**src/rtl/dcd_fuse_pkg.sv**
```systemverilog
// Shared definitions for the D-cache redundancy fuse loader and its array model.
package dcd_fuse_pkg;

  localparam int DCD_FUSE_NRID     = 8;
  localparam int DCD_FUSE_ENTRY_W  = 10;
  localparam int DCD_FUSE_VAL_LSB  = 0;
  localparam int DCD_FUSE_VAL_W    = 8;
  localparam int DCD_FUSE_EN_LSB   = 8;
  localparam int DCD_FUSE_EN_W     = 2;
  localparam int DCD_FUSE_TABLE_W  = DCD_FUSE_NRID * DCD_FUSE_ENTRY_W;

  typedef enum logic [2:0] {
    DCD_ST_IDLE    = 3'd0,
    DCD_ST_WRITE   = 3'd1,
    DCD_ST_RD_ADDR = 3'd2,
    DCD_ST_RD_WAIT = 3'd3,
    DCD_ST_CHECK   = 3'd4,
    DCD_ST_DONE    = 3'd5
  } dcd_fuse_state_e;

  function automatic logic [DCD_FUSE_ENTRY_W-1:0] dcd_fuse_entry(
    input logic [DCD_FUSE_TABLE_W-1:0] tbl,
    input logic [2:0]                  rid
  );
    return tbl[int'(rid)*DCD_FUSE_ENTRY_W +: DCD_FUSE_ENTRY_W];
  endfunction

endpackage

```
**src/rtl/dcd_fuse_loader.sv**
```systemverilog
// Loads the D-cache data array redundancy registers from a snapshot of the
// fuse repair table, then optionally reads each one back and logs mismatches.
module dcd_fuse_loader
  import dcd_fuse_pkg::*;
#(
  parameter int READ_LAT = 1,
  parameter int VERIFY   = 1
) (
  input  logic                        rclk,
  input  logic                        rst_l,
  input  logic                        start,
  input  logic [DCD_FUSE_TABLE_W-1:0] fuse_table,
  output logic                        fuse_dcd_wren,
  output logic [2:0]                  fuse_dcd_rid,
  output logic [7:0]                  fuse_dcd_repair_value,
  output logic [1:0]                  fuse_dcd_repair_en,
  input  logic [7:0]                  dcd_fuse_repair_value,
  input  logic [1:0]                  dcd_fuse_repair_en,
  output logic                        busy,
  output logic                        done,
  output logic                        err,
  output logic [2:0]                  err_rid,
  output logic [3:0]                  err_cnt
);

  localparam logic [2:0] S_IDLE    = DCD_ST_IDLE;
  localparam logic [2:0] S_WRITE   = DCD_ST_WRITE;
  localparam logic [2:0] S_RD_ADDR = DCD_ST_RD_ADDR;
  localparam logic [2:0] S_RD_WAIT = DCD_ST_RD_WAIT;
  localparam logic [2:0] S_CHECK   = DCD_ST_CHECK;
  localparam logic [2:0] S_DONE    = DCD_ST_DONE;
  localparam logic [2:0] LAST_RID  = 3'(DCD_FUSE_NRID - 1);
  localparam logic [1:0] WAIT_LAST = 2'(READ_LAT - 1);

  logic [2:0]                  state_r, state_s;
  logic [2:0]                  cnt_r, cnt_s;
  logic [1:0]                  wait_r, wait_s;
  logic [DCD_FUSE_ENTRY_W-1:0] tbl_r [DCD_FUSE_NRID];
  logic                        err_r, err_s;
  logic [2:0]                  err_rid_r, err_rid_s;
  logic [3:0]                  err_cnt_r, err_cnt_s;
  logic                        accept_s, mismatch_s, in_seq_s;
  logic [DCD_FUSE_ENTRY_W-1:0] wr_entry_s;

  // Sequencer next-state, error bookkeeping and next write entry.
  always_comb begin
    state_s    = state_r;
    cnt_s      = cnt_r;
    wait_s     = wait_r;
    err_s      = err_r;
    err_rid_s  = err_rid_r;
    err_cnt_s  = err_cnt_r;
    accept_s   = start && ((state_r == S_IDLE) || (state_r == S_DONE));
    mismatch_s = ({dcd_fuse_repair_en, dcd_fuse_repair_value} != tbl_r[cnt_r]);
    case (state_r)
      S_IDLE, S_DONE: begin
        if (accept_s) begin
          state_s   = S_WRITE;
          cnt_s     = 3'd0;
          err_s     = 1'b0;
          err_rid_s = 3'd0;
          err_cnt_s = 4'd0;
        end else begin
          state_s = state_r;
        end
      end
      S_WRITE: begin
        if (cnt_r == LAST_RID) begin
          cnt_s   = 3'd0;
          state_s = (VERIFY != 0) ? S_RD_ADDR : S_DONE;
        end else begin
          cnt_s = cnt_r + 3'd1;
        end
      end
      S_RD_ADDR: begin
        wait_s  = 2'd1;
        state_s = (READ_LAT > 1) ? S_RD_WAIT : S_CHECK;
      end
      S_RD_WAIT: begin
        if (wait_r == WAIT_LAST) begin
          state_s = S_CHECK;
        end else begin
          wait_s = wait_r + 2'd1;
        end
      end
      S_CHECK: begin
        if (mismatch_s) begin
          err_s     = 1'b1;
          err_cnt_s = err_cnt_r + 4'd1;
          err_rid_s = err_r ? err_rid_r : cnt_r;
        end else begin
          err_s = err_r;
        end
        if (cnt_r == LAST_RID) begin
          state_s = S_DONE;
        end else begin
          cnt_s   = cnt_r + 3'd1;
          state_s = S_RD_ADDR;
        end
      end
      default: state_s = S_IDLE;
    endcase
    // The first write must come straight from the table being snapshotted.
    wr_entry_s = accept_s ? dcd_fuse_entry(fuse_table, 3'd0) : tbl_r[cnt_s];
    in_seq_s   = (state_s == S_WRITE) || (state_s == S_RD_ADDR) ||
                 (state_s == S_RD_WAIT) || (state_s == S_CHECK);
  end

  // Sequencer state, snapshot table and sticky error state.
  always_ff @(posedge rclk) begin
    if (!rst_l) begin
      state_r   <= S_IDLE;
      cnt_r     <= 3'd0;
      wait_r    <= 2'd0;
      err_r     <= 1'b0;
      err_rid_r <= 3'd0;
      err_cnt_r <= 4'd0;
      for (int k = 0; k < DCD_FUSE_NRID; k++) tbl_r[k] <= '0;
    end else begin
      state_r   <= state_s;
      cnt_r     <= cnt_s;
      wait_r    <= wait_s;
      err_r     <= err_s;
      err_rid_r <= err_rid_s;
      err_cnt_r <= err_cnt_s;
      if (accept_s) begin
        for (int k = 0; k < DCD_FUSE_NRID; k++) tbl_r[k] <= dcd_fuse_entry(fuse_table, 3'(k));
      end
    end
  end

  // Registered fuse port and status outputs, derived from the next state.
  always_ff @(posedge rclk) begin
    if (!rst_l) begin
      fuse_dcd_wren         <= 1'b0;
      fuse_dcd_rid          <= 3'd0;
      fuse_dcd_repair_value <= 8'd0;
      fuse_dcd_repair_en    <= 2'd0;
      busy                  <= 1'b0;
      done                  <= 1'b0;
    end else begin
      fuse_dcd_wren         <= (state_s == S_WRITE);
      fuse_dcd_rid          <= in_seq_s ? cnt_s : 3'd0;
      fuse_dcd_repair_value <= (state_s == S_WRITE) ? wr_entry_s[DCD_FUSE_VAL_LSB +: DCD_FUSE_VAL_W] : 8'd0;
      fuse_dcd_repair_en    <= (state_s == S_WRITE) ? wr_entry_s[DCD_FUSE_EN_LSB +: DCD_FUSE_EN_W] : 2'd0;
      busy                  <= in_seq_s;
      done                  <= (state_s == S_DONE);
    end
  end

  assign err     = err_r;
  assign err_rid = err_rid_r;
  assign err_cnt = err_cnt_r;

endmodule

```
**config.mk**
```make
export PLATFORM = sky130hd
export DESIGN_NAME = dcd_fuse_loader
export DESIGN_NICKNAME = d
export VERILOG_FILES = /design/src/rtl/dcd_fuse_pkg.sv /design/src/rtl/dcd_fuse_loader.sv
export SDC_FILE = /design/constraint.sdc
export NUM_CORES = 1
export LEC_CHECK = 0
export ABC_AREA = 1
export BUFFER_PORTS_ARGS = -buffer_cell sky130_fd_sc_hd__buf_2
export CORE_ASPECT_RATIO = 2
export CORE_MARGIN = 4
export CORE_UTILIZATION = 59
export CTS_CLUSTER_DIAMETER = 40
export CTS_CLUSTER_SIZE = 10
export DETAILED_ROUTE_END_ITERATION = 6
export PLACE_DENSITY = 0.91
export RECOVER_POWER = 25
export SYNTH_ARGS = -nofsm -noshare
export SYNTH_HDL_FRONTEND = slang
export SYNTH_SLANG_ARGS = --single-unit
```
**constraint.sdc**
```tcl
create_clock -name rclk -period 6.4 [get_ports rclk]
set_clock_uncertainty 0.1 [all_clocks]
set_input_delay 1.28 -clock rclk [delete_from_list [all_inputs] [get_ports rclk]]
set_output_delay 1.28 -clock rclk [all_outputs]
set_load 0.01 [all_outputs]
```
After elaboration in Yosys (flattened, before gate mapping)
Memories as Yosys holds them, arrays and structs flattened. A register that Yosys moved wholly into a read port is not among the register bits.
Cells that the tools add are included.
W data, S select, Z words.
{"block": "word_totals", "mem_bits_rw": 80, "memories": 1, "input_bits": 93, "output_inout_bits": 24, "ff_bits": 22}
{"memory": "tbl_r", "depth": 8, "width": 10, "read_ports": 2, "rd_clocked_by_memory_dff": 2, "wr": 8, "line_no": "dcd_fuse_loader.sv:38", "rtl": "logic [DCD_FUSE_ENTRY_W-1:0] tbl_r [DCD_FUSE_NRID];"}
{"block": "classes", "bitwise": 8, "add_sub_neg": 3, "mux": 34, "eq_ne": 16, "n_reduce_logical": 16}
{"op": "$mux W10", "count": 8}
{"op": "$mux W3", "count": 11}
{"op": "$eq A3 B3 Y1 const B", "count": 5}
{"op": "$pmux W3 S5", "count": 1}
{"op": "$eq A3 B2 Y1 const B", "count": 4}
{"op": "$ne A10 B10 Y1", "count": 1}
{"op": "$pmux W3 S3", "count": 1}
{"op": "$mux W4", "count": 2}
{"op": "$ne A2 B2 Y1 const B", "count": 4}
{"op": "$or A1 B1 Y1", "count": 8}
{"op": "$pmux W4 S2", "count": 1}
{"op": "$eq A3 B1 Y1 const B", "count": 2}
{"op": "$mux W1", "count": 6}
{"op": "$pmux W3 S2", "count": 1}
{"op": "$reduce_and A2 Y1", "count": 3}
{"op": "$add A4 B1 Y4 const B", "count": 1}
{"op": "$logic_or A1 B1 Y1", "count": 4}
{"op": "$pmux W2 S2", "count": 1}
{"op": "$reduce_and A4 Y1", "count": 1}
{"op": "$reduce_bool A2 Y1", "count": 2}
{"op": "$add A3 B1 Y3 const B", "count": 1}
{"op": "$logic_not A3 Y1", "count": 1}
{"op": "$reduce_and A3 Y1", "count": 1}
{"op": "$add A2 B1 Y2 const B", "count": 1}
{"op": "other kinds (6)", "count": 6}

Logic depth before layout (Yosys ltp)
Gate-level depths: netlist of run 1.
{"block": "logic_depth", "depth_word": 10, "depth_mapped": 19, "ltp_nobuf": 18}

Least setup slack after synthesis of run 1
Ideal clock, no wire load.
{"block": "synth_timing", "path_kind": "input-to-reg", "start": "input rst_l", "end": "memory tbl_r[0][0], enable pin", "stages": 4, "t_arrival_ns": 3.217, "required_time_ns": 5.866, "n_path_buf": 1, "setup_ns": 0.434, "slack_ns": 2.649, "path_cell_list": "clkbuf_1 > inv_1 > nor2_1 > inv_1"}
{"element": "start, declared", "line_no": "dcd_fuse_loader.sv:10", "rtl": "input logic rst_l,"}
{"element": "end, declared", "line_no": "dcd_fuse_loader.sv:38"}

Worst setup path in the final report of run 1
{"block": "layout_timing", "start": "input rst_l", "end": "register fuse_dcd_repair_value[5]"}
{"block": "layout_between", "elab_chain_len": 2}
{"element": "$reduce_and A2 Y1 (no source line)"}
{"element": "$logic_not A1 Y1 (no source line)"}
{"element": "end signal, assigned", "line_no": "dcd_fuse_loader.sv:144", "rtl": "fuse_dcd_repair_value <= (state_s == S_WRITE) ? wr_entry_s[DCD_FUSE_VAL_LSB +: DCD_FUSE_VAL_W] : 8'd0;"}
{"element": "end, declared", "line_no": "dcd_fuse_loader.sv:15", "rtl": "output logic [7:0] fuse_dcd_repair_value,"}
Every way passes these cells.
A chain may end at the register's enable or synchronous reset.

==> results of run 1 <==
[per-stage QoR]
| step | instance area [um2] | instances | hold WS, ns | power [mW] |
|---|---|---|---|---|
| after CTS | 7224 | 1097 | 0.3701 | 1.736 |
| final | 7193 | 1097 | 0.3712 | 1.740 |
| after global placement | 6920 | 1081 | 0.3559 | 1.168 |
| after detailed placement | 6920 | 1081 | 0.3589 | 1.179 |
| after global routing | 7193 | 1097 | 0.3964 | 1.809 |
| after floorplan | 6394 | 865 | 0.3403 | 1.099 |
[layout make-up]
type                    count  area [um2]
repair buffers            119       571.8
multi-input cells         573        2575
well taps                 137       171.4
clock inverters             2       17.52
inverters                 140       528.0
clock buffers              14       286.5
flip-flops and latches    112        3043
fillers                   886        3351
[worst max path at each step]
stage	start	to	slack, ns
floorplan	rst_l	tbl_r[0][0]	2.65
global placement	rst_l	tbl_r[2][0]	2.54
detailed placement	rst_l	tbl_r[5][4]	2.44
CTS	rst_l	tbl_r[1][5]	2.81
global route	rst_l	fuse_dcd_repair_value[4]	2.01
finish	rst_l	fuse_dcd_repair_value[5]	2.27
[cells in the mapped netlist]
cell / instances
a211o_1: 1
a211oi_1: 2
a21oi_1: 14
a21oi_2: 2
buf_1: 1
buf_2: 14
buf_4: 6
buf_6: 8
clkbuf_1: 11
dfxtp_1: 32
edfxtp_1: 80
ha_1: 6
inv_1: 132
inv_2: 7
inv_4: 1
nand2_1: 278
nand2_2: 3
nand2_4: 1
nand2_8: 1
nand3_1: 81
nand3_2: 4
nand3b_1: 4
nand4_1: 15
nor2_1: 103
nor2_2: 1
nor2_4: 1
nor3_1: 3
nor4_1: 1
o211ai_1: 5
o21ai_0: 21
o21ai_1: 22
o21ai_2: 1
o21bai_4: 1
xnor2_1: 1
xor2_1: 1
[power by group]
| group | total [mW] | switching (mW) | internal (mW) |
|---|---|---|---|
| clock | 0.569 | 0.256 | 0.314 |
| sequential | 0.863 | 0.0263 | 0.836 |
| combinational | 0.308 | 0.208 | 0.101 |
| total | 1.74 | 0.490 | 1.25 |
[flip-flops by register name (all words and copies together) (netlist names)]
name                   cells
tbl_r                     80
fuse_dcd_repair_value      8
err_cnt                    4
cnt_r                      3
err_rid                    3
fuse_dcd_rid               3
state_r                    3
fuse_dcd_repair_en         2
wait_r                     2
busy                       1
done                       1
err                        1
fuse_dcd_wren              1
[critical path, cell delays in order]
cell and delay (ns):
clkbuf_1 0.93, nand2_2 0.90, inv_1 0.56, nor2_1 0.22, nand2_1 0.13, nand3_1 0.09
nand4_1 0.08, nor2_1 0.06
[placed cells by master (no fill, tap or decap), types with 2 or more instances in the layout]
cell type	Yosys	routed
edfxtp_1	80	80
inv_2	7	8
nand2_1	278	277
ha_1	6	6
nor2_1	103	103
nand3b_1	4	4
nand3_2	4	4
nand2_2	3	4
dfxtp_1	32	32
nand3_1	81	81
buf_4	6	3
a21oi_1	14	14
a211oi_1	2	2
nand4_1	15	15
buf_2	14	91
clkbuf_8	0	2
clkbuf_1	11	26
clkbuf_16	0	10
a21oi_2	2	2
o21ai_0	21	21
inv_1	132	131
o21ai_1	22	22
nor3_1	3	3
o211ai_1	5	5
[kinds of logic after synthesis]
group                    Yosys count  synth area share
AO/OA/AOI/OAI                     69           0.06125
adder cells (fa/ha/maj)            6           0.01174
AND/OR/NAND/NOR                  496            0.3266
flip-flops                       112            0.4759
buffers and inverters            180            0.1217
XOR/XNOR                           2          0.002740
[layer usage]
| layer | track usage | up-vias | wire length [um] |
|---|---|---|---|
| li1 | - | 2895 | - |
| met1 | 0.2973 | 2627 | 5881 |
| met2 | 0.4451 | 329 | 8310 |
| met3 | 0.04171 | 73 | 1196 |
| met4 | 0.1727 | 0 | 895 |
| met5 | 0 | - | 0 |
==> impl_table.tex, run 1 <==
\begin{tabular}{lr}
\hline
Metric & Value \\
\hline
\multicolumn{2}{l}{\textbf{Global route}} \\
\quad Wire length of the first global-routing pass & 25.67 mm \\
\quad Maximum number of pins on one net before global-route repair & 64 \\
\quad GRT Residual Overflow & 0 \\
\quad Number of global-route vias before repair & 5564 \\
\quad Gr usage total & 0.2631 \\
\quad Initial antenna violation count & 0 \\
\multicolumn{2}{l}{\textbf{Pwr}} \\
\quad Leakage power & 3.676 nW \\
\quad Cell area power density & 241.9 mW/mm2 \\
\quad Peak VDD IR & 0.1562 mV \\
\multicolumn{2}{l}{\textbf{Yosys}} \\
\quad Largest cells by area after synthesis & edfxtp\_1 (38\%), nand2\_1 (16\%), dfxtp\_1 (10\%), inv\_1 (7.7\%), nand3\_1 (6.3\%) \\
\quad Count of yosys warnings during synthesis & 0 \\
\quad Unique masters post-synth & 35 \\
\quad Average cell area after synthesis & 7.391 um2 \\
\quad Share of the synthesized area in the top cell type & 0.3757 \\
\quad Flip-flop and latch count after synthesis & 112 \\
\quad Mapped Cells & 865 \\
\quad Syn Std Cell Area & 0.006394 mm2 \\
\quad Synth area leader & edfxtp\_1 \\
\quad Post-synthesis net count & 964 \\
\quad Seq/Total Area, Yosys & 0.4759 \\
\multicolumn{2}{l}{\textbf{CTS}} \\
\quad Max Root-Sink Buffers & 2 \\
\quad Level count of the clock H-tree & 3 \\
\quad Clock Tree Root & clkbuf\_16 \\
\quad Clock Sink Count & 112 \\
\quad CTS tree & built \\
\quad Worst skew pair latency & 0.35 ns \\
\quad Total CTS buffers & 9 \\
\quad CTS hold repair buffers & 0 \\
\quad Clock slew at the register clock pins of the worst setup and hold paths & 0.07 ns \\
\quad Number of setup buffers added after CTS & 0 \\
\quad Cts repair resizes & 0 \\
\multicolumn{2}{l}{\textbf{Critical path}} \\
\quad Worst-path fanout max & 55 \\
\quad R2r setup slk & 2.74 ns \\
\quad Required time reported for the critical path endpoint & 6.52 ns \\
\quad Count of cells along the worst register-to-register path & 12 \\
\quad Arrival time at the worst endpoint & 4.25 ns \\
\quad R2R Path End & fuse\_dcd\_repair\_en[1] \\
\quad Critical path endpoint category & register \\
\quad Startpoint type of the worst setup path & input port \\
\quad Kind of critical path & input port to register \\
\quad Beginning of the worst register-to-register path & cnt\_r[0] \\
\multicolumn{2}{l}{\textbf{Timing}} \\
\quad Max-Slew Margin vs Limit & 0.1320 \\
\quad Final-report hold violation count & 0 \\
\quad Final worst setup slack & 2.270 ns \\
\quad Final critical-path share of the clock period & 0.6453 \\
\quad Max Transition Viols Final & 0 \\
\quad Total Neg Setup Slack & 0 ns \\
\quad Least-Margin Pin Slew & 1.302 ns \\
\quad Upper clock frequency limit & 0.2421 GHz \\
\quad Final count of negative-setup-slack endpoints & 0 \\
\quad Clock period minus worst slack & 4.130 ns \\
\quad RSZ-0062 raised after global routing & false \\
\multicolumn{2}{l}{\textbf{Layout}} \\
\quad Number of antenna diodes & 0 \\
\quad Relative area change from synthesis to final layout & 12.50\% \\
\quad Share of cells above drive strength 1 & 0.1396 \\
\quad \# nets final & 1054 \\
\quad Layout Utilization & 0.6822 \\
\multicolumn{2}{l}{\textbf{Placement}} \\
\quad HPWL Detailed & 11.17 mm \\
\quad Number of input and output port buffers inserted & 116 \\
\quad Post-placement worst setup slack & 2.437 ns \\
\quad Final estimated routing congestion in global placement & 0.9281 \\
\multicolumn{2}{l}{\textbf{Hold path}} \\
\quad Hold path cells & 2 \\
\quad Launch point of the worst hold path & wait\_r[1] \\
\quad Sink of the worst hold path & wait\_r[1] \\
\quad Hold/Removal Path Class & register to register \\
\multicolumn{2}{l}{\textbf{Floorplanning}} \\
\quad Core ar. & 0.01054 mm2 \\
\quad Die outline height & 155.2 um \\
\quad Die Area & 0.01267 mm2 \\
\quad Effective utilization at floorplan & 0.6064 \\
\quad Std-Cell Rows & 53 \\
\quad Chip Width & 81.61 um \\
\quad I/O pin total & 117 \\
\multicolumn{2}{l}{\textbf{Job}} \\
\quad Number of max-cap violations & 0 \\
\multicolumn{2}{l}{\textbf{Detailed routing}} \\
\quad Total Routed Length & 16.28 mm \\
\quad Remaining DRCs & 0 \\
\quad Residual antenna-violating net count after detailed routing & 0 \\
\quad Vias per std cell & 5.400 \\
\quad 1st-iter DRT viols & 702 \\
\quad Total via count after detailed routing & 5924 \\
\quad Number of detailed-routing iterations run before antenna repair & 5 \\
\quad Final routed wire length divided by cell count & 14.84 um \\
\multicolumn{2}{l}{\textbf{Status}} \\
\quad Result of the run & finished clean \\
\hline
\end{tabular}
No activity file was read; power rests on OpenSTA's default activity.
==> run 2: changes to the inputs <==
--- a/config.mk
+++ b/config.mk
@@ -9,11 +9,11 @@
 export BUFFER_PORTS_ARGS = -buffer_cell sky130_fd_sc_hd__buf_2
 export CORE_ASPECT_RATIO = 2
 export CORE_MARGIN = 4
-export CORE_UTILIZATION = 59
+export CORE_UTILIZATION = 51
 export CTS_CLUSTER_DIAMETER = 40
 export CTS_CLUSTER_SIZE = 10
 export DETAILED_ROUTE_END_ITERATION = 6
-export PLACE_DENSITY = 0.91
+export PLACE_DENSITY = 0.84
 export RECOVER_POWER = 25
 export SYNTH_ARGS = -nofsm -noshare
 export SYNTH_HDL_FRONTEND = slang
==> constraint.sdc (replaced) <==
create_clock -name rclk -period 3.75 [get_ports rclk]
set_clock_uncertainty 0.1 [all_clocks]
set_input_delay 0.75 -clock rclk [delete_from_list [all_inputs] [get_ports rclk]]
set_output_delay 0.75 -clock rclk [all_outputs]
set_load 0.01 [all_outputs]
==> run 2 against run 1 <==
Net effect: flip-flop and latch count is the same; register-to-register slack got worse by 1.9 ns; non-clock buffer count rose by 5; critical endpoint unchanged; global-route usage fell by 3.4 points; wire length up 1.2%; largest power group unchanged; the flow now finishes with violations (DRC).
==> impl_table.tex, run 2 (synthesis gave the netlist of run 1 again) <==
\begin{tabular}{lr}
\hline
Metric & Value \\
\hline
\multicolumn{2}{l}{\textbf{Status}} \\
\quad Result of the run & finished with violations \\
\quad Violations in the final reports & DRC \\
\multicolumn{2}{l}{\textbf{Layout}} \\
\quad Largest register by flop count & tbl\_r \\
\quad Final instance area & 0.007231 mm2 \\
\quad Area taken by flip-flops and latches & 0.003043 mm2 \\
\quad Area of the multi-input gates & 0.002575 mm2 \\
\quad \# nets final & 1059 \\
\quad Number of antenna diodes & 0 \\
\quad Relative area change from synthesis to final layout & 13.09\% \\
\quad Share of cells above drive strength 1 & 0.1440 \\
\quad Most used cells in the layout excluding fill and tap cells & nand2\_1 (277), inv\_1 (131), nor2\_1 (103), buf\_2 (91), nand3\_1 (81) \\
\quad Most common cell after layout, fill and taps aside & nand2\_1 \\
\quad Number of flip-flops under the largest register name & 80 \\
\quad Filler cells & 1090 \\
\quad Count of non-filler cells in the finished layout & 1112 \\
\multicolumn{2}{l}{\textbf{CTS}} \\
\quad Clock slew at the register clock pins of the worst setup and hold paths & 0.08 ns \\
\quad Level count of the clock H-tree & 3 \\
\quad Number of setup buffers added after CTS & 0 \\
\quad Clock Tree Root & clkbuf\_16 \\
\quad Cts repair resizes & 0 \\
\quad Worst skew pair latency & 0.35 ns \\
\quad Max Root-Sink Buffers & 2 \\
\quad Total CTS buffers & 9 \\
\quad CTS hold repair buffers & 0 \\
\quad Clock Sink Count & 112 \\
\quad CTS tree & built \\
\multicolumn{2}{l}{\textbf{Critical path}} \\
\quad Critical path endpoint category & register \\
\quad Kind of critical path & register to register \\
\quad Arrival time at the worst endpoint & 3.07 ns \\
\quad Startpoint type of the worst setup path & register \\
\quad Cell breakdown of the critical path & buf\_4 > inv\_1 > ha\_1 > nand3\_1 > o21ai\_1 > a21oi\_2 > inv\_2 > nor2\_1 > nand2\_1 > nand3\_1 > nand4\_1 > nor2\_1 \\
\quad Required time reported for the critical path endpoint & 3.93 ns \\
\quad Worst stage delay on the critical path & 0.37 ns \\
\quad Worst path slowest cell & ha\_1 \\
\quad Worst-path fanout max & 13 \\
\quad Crit path buffers/inverters & 3 \\
\quad Family with the most delay on the worst path & simple AND/OR/NAND/NOR gates \\
\multicolumn{2}{l}{\textbf{Pwr}} \\
\quad Leakage power & 3.693 nW \\
\quad Cell area power density & 406.2 mW/mm2 \\
\quad Peak VDD IR & 0.2614 mV \\
\multicolumn{2}{l}{\textbf{Placement}} \\
\quad Post-DP Area & 0.006983 mm2 \\
\quad HPWL Detailed & 12.03 mm \\
\quad Final estimated routing congestion in global placement & 0.9940 \\
\quad Number of placed instances, taps included & 1096 \\
\quad Number of input and output port buffers inserted & 116 \\
\multicolumn{2}{l}{\textbf{Detailed routing}} \\
\quad Vias per std cell & 5.305 \\
\quad Residual antenna-violating net count after detailed routing & 0 \\
\quad Total Routed Length & 16.48 mm \\
\quad Number of detailed-routing iterations run before antenna repair & 7 \\
\quad Total via count after detailed routing & 5899 \\
\quad 1st-iter DRT viols & 591 \\
\quad Final routed wire length divided by cell count & 14.82 um \\
\quad Remaining DRCs & 7 \\
\multicolumn{2}{l}{\textbf{Floorplanning}} \\
\quad Core ar. & 0.01220 mm2 \\
\quad Die outline height & 166.3 um \\
\quad Chip Width & 87.17 um \\
\quad Die Area & 0.01450 mm2 \\
\quad Effective utilization at floorplan & 0.5243 \\
\quad I/O pin total & 117 \\
\quad Std-Cell Rows & 57 \\
\multicolumn{2}{l}{\textbf{Timing}} \\
\quad Final-report hold violation count & 0 \\
\quad Least-Margin Pin Slew & 1.195 ns \\
\quad Max-Slew Margin vs Limit & 0.2031 \\
\quad RSZ-0062 raised after global routing & false \\
\quad Max Transition Viols Final & 0 \\
\quad Clock period minus worst slack & 2.892 ns \\
\quad Upper clock frequency limit & 0.3458 GHz \\
\quad Total Neg Setup Slack & 0 ns \\
\quad Final critical-path share of the clock period & 0.7713 \\
\quad Final count of negative-setup-slack endpoints & 0 \\
\multicolumn{2}{l}{\textbf{Global route}} \\
\quad Wire length of the first global-routing pass & 25.88 mm \\
\quad Number of global-route vias before repair & 5416 \\
\quad Maximum number of pins on one net before global-route repair & 64 \\
\quad GRT Residual Overflow & 0 \\
\quad Gr usage total & 0.2294 \\
\quad Initial antenna violation count & 0 \\
\multicolumn{2}{l}{\textbf{Hold path}} \\
\quad Hold/Removal Path Class & register to register \\
\multicolumn{2}{l}{\textbf{Job}} \\
\quad Number of max-cap violations & 0 \\
\hline
\end{tabular}
==> run 2: metal layers <==
layer  global-route usage  routed length [um]  share of wire  up-vias
met5                    0                   0              0        -
met4               0.1530                1115          0.068        0
met3              0.03873                1286          0.078       81
met2               0.3913                8372           0.51      301
met1               0.2527                5703           0.35     2605
li1                     -                   -              -     2912
==> run 2: layout make-up <==
class                   instances  share of cell area
well taps                     147             0.02544
multi-input cells             573              0.3561
clock inverters                 7            0.008306
clock buffers                   9             0.03115
flip-flops and latches        112              0.4208
repair buffers                124             0.08514
inverters                     140             0.07302
==> run 2: worst register-to-register path, delay by kind of cell (launching register included) <==
family / cells / cell delay, ns
AOI/OAI and AO/OA: 2 / 0.45
adders and majority gates: 1 / 0.37
DFF: 1 / 0.34
buffers and inverters: 3 / 0.70
and+or+nand+nor: 6 / 0.86
==> run 2: path summary, 6_finish.rpt <==
path,slack (ns),end,cells after the start,start
setup / recovery,0.86,fuse_dcd_repair_value[5],12,cnt_r[2]
hold / removal,0.37,err_rid[2],2,err_rid[2]
setup reg to reg,0.86,fuse_dcd_repair_value[5],12,cnt_r[2]
hold reg to reg,0.37,err_rid[2],2,err_rid[2]
==> run 2: stage by stage <==
| step | power, mW | hold slack (ns) | util | setup slack [ns] |
|---|---|---|---|---|
| floorplan | 1.875 | 0.3403 | - | 0.5291 |
| global placement | 2.011 | 0.3520 | 0.5726 | 0.9791 |
| CTS | 2.939 | 0.3645 | 0.5960 | 0.9303 |
| finish | 2.937 | 0.3667 | 0.5929 | 0.8578 |
| global route | 3.069 | 0.3899 | 0.5929 | 0.6273 |
| detailed placement | 2.023 | 0.3526 | 0.5726 | 0.9746 |
==> run 2: report_power, final <==
part           leakage (nW)  internal (mW)  switching (mW)
Combinational          2.43          0.176           0.349
Sequential             1.12           1.43          0.0527
Clock                 0.143          0.466           0.467
==> run 3: changes to the inputs <==
--- a/config.mk
+++ b/config.mk
@@ -9,11 +9,11 @@
 export BUFFER_PORTS_ARGS = -buffer_cell sky130_fd_sc_hd__buf_2
 export CORE_ASPECT_RATIO = 2
 export CORE_MARGIN = 4
-export CORE_UTILIZATION = 51
+export CORE_UTILIZATION = 56
 export CTS_CLUSTER_DIAMETER = 40
 export CTS_CLUSTER_SIZE = 10
 export DETAILED_ROUTE_END_ITERATION = 6
-export PLACE_DENSITY = 0.84
+export PLACE_DENSITY = 0.87
 export RECOVER_POWER = 25
 export SYNTH_ARGS = -nofsm -noshare
 export SYNTH_HDL_FRONTEND = slang
==> constraint.sdc (replaced) <==
create_clock -name rclk -period 2.85 [get_ports rclk]
set_clock_uncertainty 0.1 [all_clocks]
set_input_delay 0.57 -clock rclk [delete_from_list [all_inputs] [get_ports rclk]]
set_output_delay 0.57 -clock rclk [all_outputs]
set_load 0.01 [all_outputs]
==> run 3 against run 2 <==
Net effect: the flow now finishes without violations; die area down 8.3%; highest routed layer unchanged; count of clock-buffer cells in the layout increased by 1; largest cell class unchanged; final cell count rose by 0.45%; largest power group unchanged.
==> impl_table.tex, run 3 (synthesis gave the netlist of run 1 again) <==
\begin{tabular}{lr}
\hline
Metric & Value \\
\hline
\multicolumn{2}{l}{\textbf{Global route}} \\
\quad GRT Residual Overflow & 0 \\
\quad Gr usage total & 0.2411 \\
\quad Maximum number of pins on one net before global-route repair & 55 \\
\quad Wire length of the first global-routing pass & 26.16 mm \\
\quad Initial antenna violation count & 1 \\
\quad Number of global-route vias before repair & 5635 \\
\multicolumn{2}{l}{\textbf{Floorplanning}} \\
\quad Die Area & 0.01329 mm2 \\
\quad I/O pin total & 117 \\
\quad Std-Cell Rows & 55 \\
\quad Die outline height & 159.1 um \\
\quad Chip Width & 83.56 um \\
\quad Core ar. & 0.01122 mm2 \\
\quad Effective utilization at floorplan & 0.5700 \\
\multicolumn{2}{l}{\textbf{CTS}} \\
\quad Number of setup buffers added after CTS & 0 \\
\quad Max Root-Sink Buffers & 2 \\
\quad CTS tree & built \\
\quad Worst skew pair latency & 0.34 ns \\
\quad CTS hold repair buffers & 0 \\
\quad Clock slew at the register clock pins of the worst setup and hold paths & 0.07 ns \\
\quad Clock Sink Count & 112 \\
\quad Clock Tree Root & clkbuf\_16 \\
\quad Level count of the clock H-tree & 3 \\
\quad Cts repair resizes & 0 \\
\quad Total CTS buffers & 9 \\
\multicolumn{2}{l}{\textbf{Detailed routing}} \\
\quad Total via count after detailed routing & 5862 \\
\quad Metal3 WL & 1.227 mm \\
\quad Met2 wire length & 8.110 mm \\
\quad Vias per std cell & 5.248 \\
\quad Final routed wire length divided by cell count & 14.39 um \\
\quad DR top layer & met4 \\
\quad Remaining DRCs & 0 \\
\quad Routed metal-1 wirelength & 5.819 mm \\
\quad Total Routed Length & 16.07 mm \\
\quad 1st-iter DRT viols & 545 \\
\quad Residual antenna-violating net count after detailed routing & 0 \\
\quad Number of detailed-routing iterations run before antenna repair & 5 \\
\multicolumn{2}{l}{\textbf{Placement}} \\
\quad Number of placed instances, taps included & 1100 \\
\quad Post-DP Area & 0.007076 mm2 \\
\quad Number of input and output port buffers inserted & 116 \\
\quad HPWL Detailed & 11.33 mm \\
\quad Final estimated routing congestion in global placement & 0.9070 \\
\multicolumn{2}{l}{\textbf{Critical path}} \\
\quad Worst stage delay on the critical path & 0.36 ns \\
\quad Cell occurring most often along the worst timing path & nand2\_1 \\
\quad Kind of critical path & register to register \\
\quad Critical path endpoint category & register \\
\quad Cell breakdown of the critical path & ha\_1 > ha\_1 > inv\_1 > ha\_1 > inv\_1 > nand2\_1 > nand2\_1 > inv\_2 > nand2\_8 > inv\_1 > nand2\_1 > nand2\_1 > nand2\_1 > nand2\_1 > nand2\_1 > nand3\_1 > nand4\_1 > nor2\_1 \\
\quad Required time reported for the critical path endpoint & 3.02 ns \\
\quad Worst-path fanout max & 22 \\
\quad Worst path slowest cell & dfxtp\_1 \\
\quad Arrival time at the worst endpoint & 2.95 ns \\
\quad Family with the most delay on the worst path & simple AND/OR/NAND/NOR gates \\
\quad R2r setup slk & 0.07 ns \\
\quad Crit path buffers/inverters & 4 \\
\quad Startpoint type of the worst setup path & register \\
\multicolumn{2}{l}{\textbf{Timing}} \\
\quad Final count of negative-setup-slack endpoints & 0 \\
\quad Final critical-path share of the clock period & 0.9742 \\
\quad Final-report hold violation count & 0 \\
\quad Clock period minus worst slack & 2.776 ns \\
\quad Final hold slack & 0.3694 ns \\
\quad Upper clock frequency limit & 0.3602 GHz \\
\quad Max Transition Viols Final & 0 \\
\quad Least-Margin Pin Slew & 1.238 ns \\
\quad Max-Slew Margin vs Limit & 0.1744 \\
\multicolumn{2}{l}{\textbf{Layout}} \\
\quad Share of cells above drive strength 1 & 0.1489 \\
\quad Final instance area & 0.007356 mm2 \\
\quad Number of flip-flops under the largest register name & 80 \\
\quad Largest register by flop count & tbl\_r \\
\quad Count of non-filler cells in the finished layout & 1117 \\
\quad Relative area change from synthesis to final layout & 15.05\% \\
\quad Layout Utilization & 0.6558 \\
\quad Most common cell after layout, fill and taps aside & nand2\_1 \\
\quad \# nets final & 1068 \\
\quad Filler cells & 958 \\
\quad Most used cells in the layout excluding fill and tap cells & nand2\_1 (277), inv\_1 (131), nor2\_1 (102), buf\_2 (91), nand3\_1 (81) \\
\multicolumn{2}{l}{\textbf{Job}} \\
\quad Number of max-cap violations & 0 \\
\multicolumn{2}{l}{\textbf{Pwr}} \\
\quad Peak VDD IR & 0.3838 mV \\
\quad Leakage power & 3.746 nW \\
\quad Cell area power density & 540.0 mW/mm2 \\
\multicolumn{2}{l}{\textbf{Status}} \\
\quad Result of the run & finished clean \\
\multicolumn{2}{l}{\textbf{Hold path}} \\
\quad Hold/Removal Path Class & register to register \\
\hline
\end{tabular}
==> run 3: changes by cell type in the layout (fill, tap and decap cells not counted), sizes merged <==
cell,before,now
buf,97,107
inv,145,139
bufinv,0,2
clkinvlp,0,2
clkinv,2,3
diode,0,1
==> run 3: final timing paths <==
path,depth (start not counted),to,from
worst min-delay path,2,err_rid[0],err_rid[0]
worst max-delay path,18,fuse_dcd_repair_value[1],cnt_r[0]
worst min register to register,2,err_rid[0],err_rid[0]
worst max register to register,18,fuse_dcd_repair_value[1],cnt_r[0]
==> run 3: per-layer routing <==
metal	vias to the layer above	GRT usage
met5	-	0
met2	312	0.4115
met4	0	0.1603
li1	2926	-
met1	2555	0.2738
met3	69	0.03988
==> run 3: final cells by class <==
class,count,area [um2],share of cell area
flip-flops and latches,112,3043,0.4137
multi-input cells,573,2574,0.3499
repair buffers,133,714.4,0.09713
inverters,140,531.8,0.07229
clock buffers,10,229.0,0.03113
well taps,142,177.7,0.02415
clock inverters,6,83.83,0.01140
diodes,1,2.502,0.0003402
==> run 3: through the flow <==
step / worst slack [ns] / setup TNS [ns] / total power [mW]
floorplan: 0.05805 / 0 / 2.467
global placement: 0.3130 / 0 / 2.660
detailed placement: 0.3016 / 0 / 2.675
CTS: 0.2404 / 0 / 3.979
global route: -0.04870 / -0.2358 / 4.150
finish: 0.07364 / 0 / 3.972
==> run 3: report_power, final <==
| group | total [mW] | internal (mW) | leakage, nW | switching [mW] |
|---|---|---|---|---|
| Combinational | 0.717 | 0.252 | 2.48 | 0.465 |
| Clock | 1.32 | 0.767 | 0.148 | 0.552 |
| Sequential | 1.94 | 1.88 | 1.12 | 0.0598 |
| Total | 3.97 | 2.90 | 3.75 | 1.08 |
==> run 3: worst register-to-register path, stage by stage, from the launching register on <==
cell     delay [ns]
dfxtp_1        0.36
ha_1           0.22
ha_1           0.27
inv_1          0.12
ha_1           0.29
inv_1          0.04
nand2_1        0.05
nand2_1        0.06
inv_2          0.10
nand2_8        0.13
inv_1          0.28
nand2_1        0.09
nand2_1        0.07
nand2_1        0.04
nand2_1        0.08
nand2_1        0.06
nand3_1        0.16
nand4_1        0.10
nor2_1         0.09
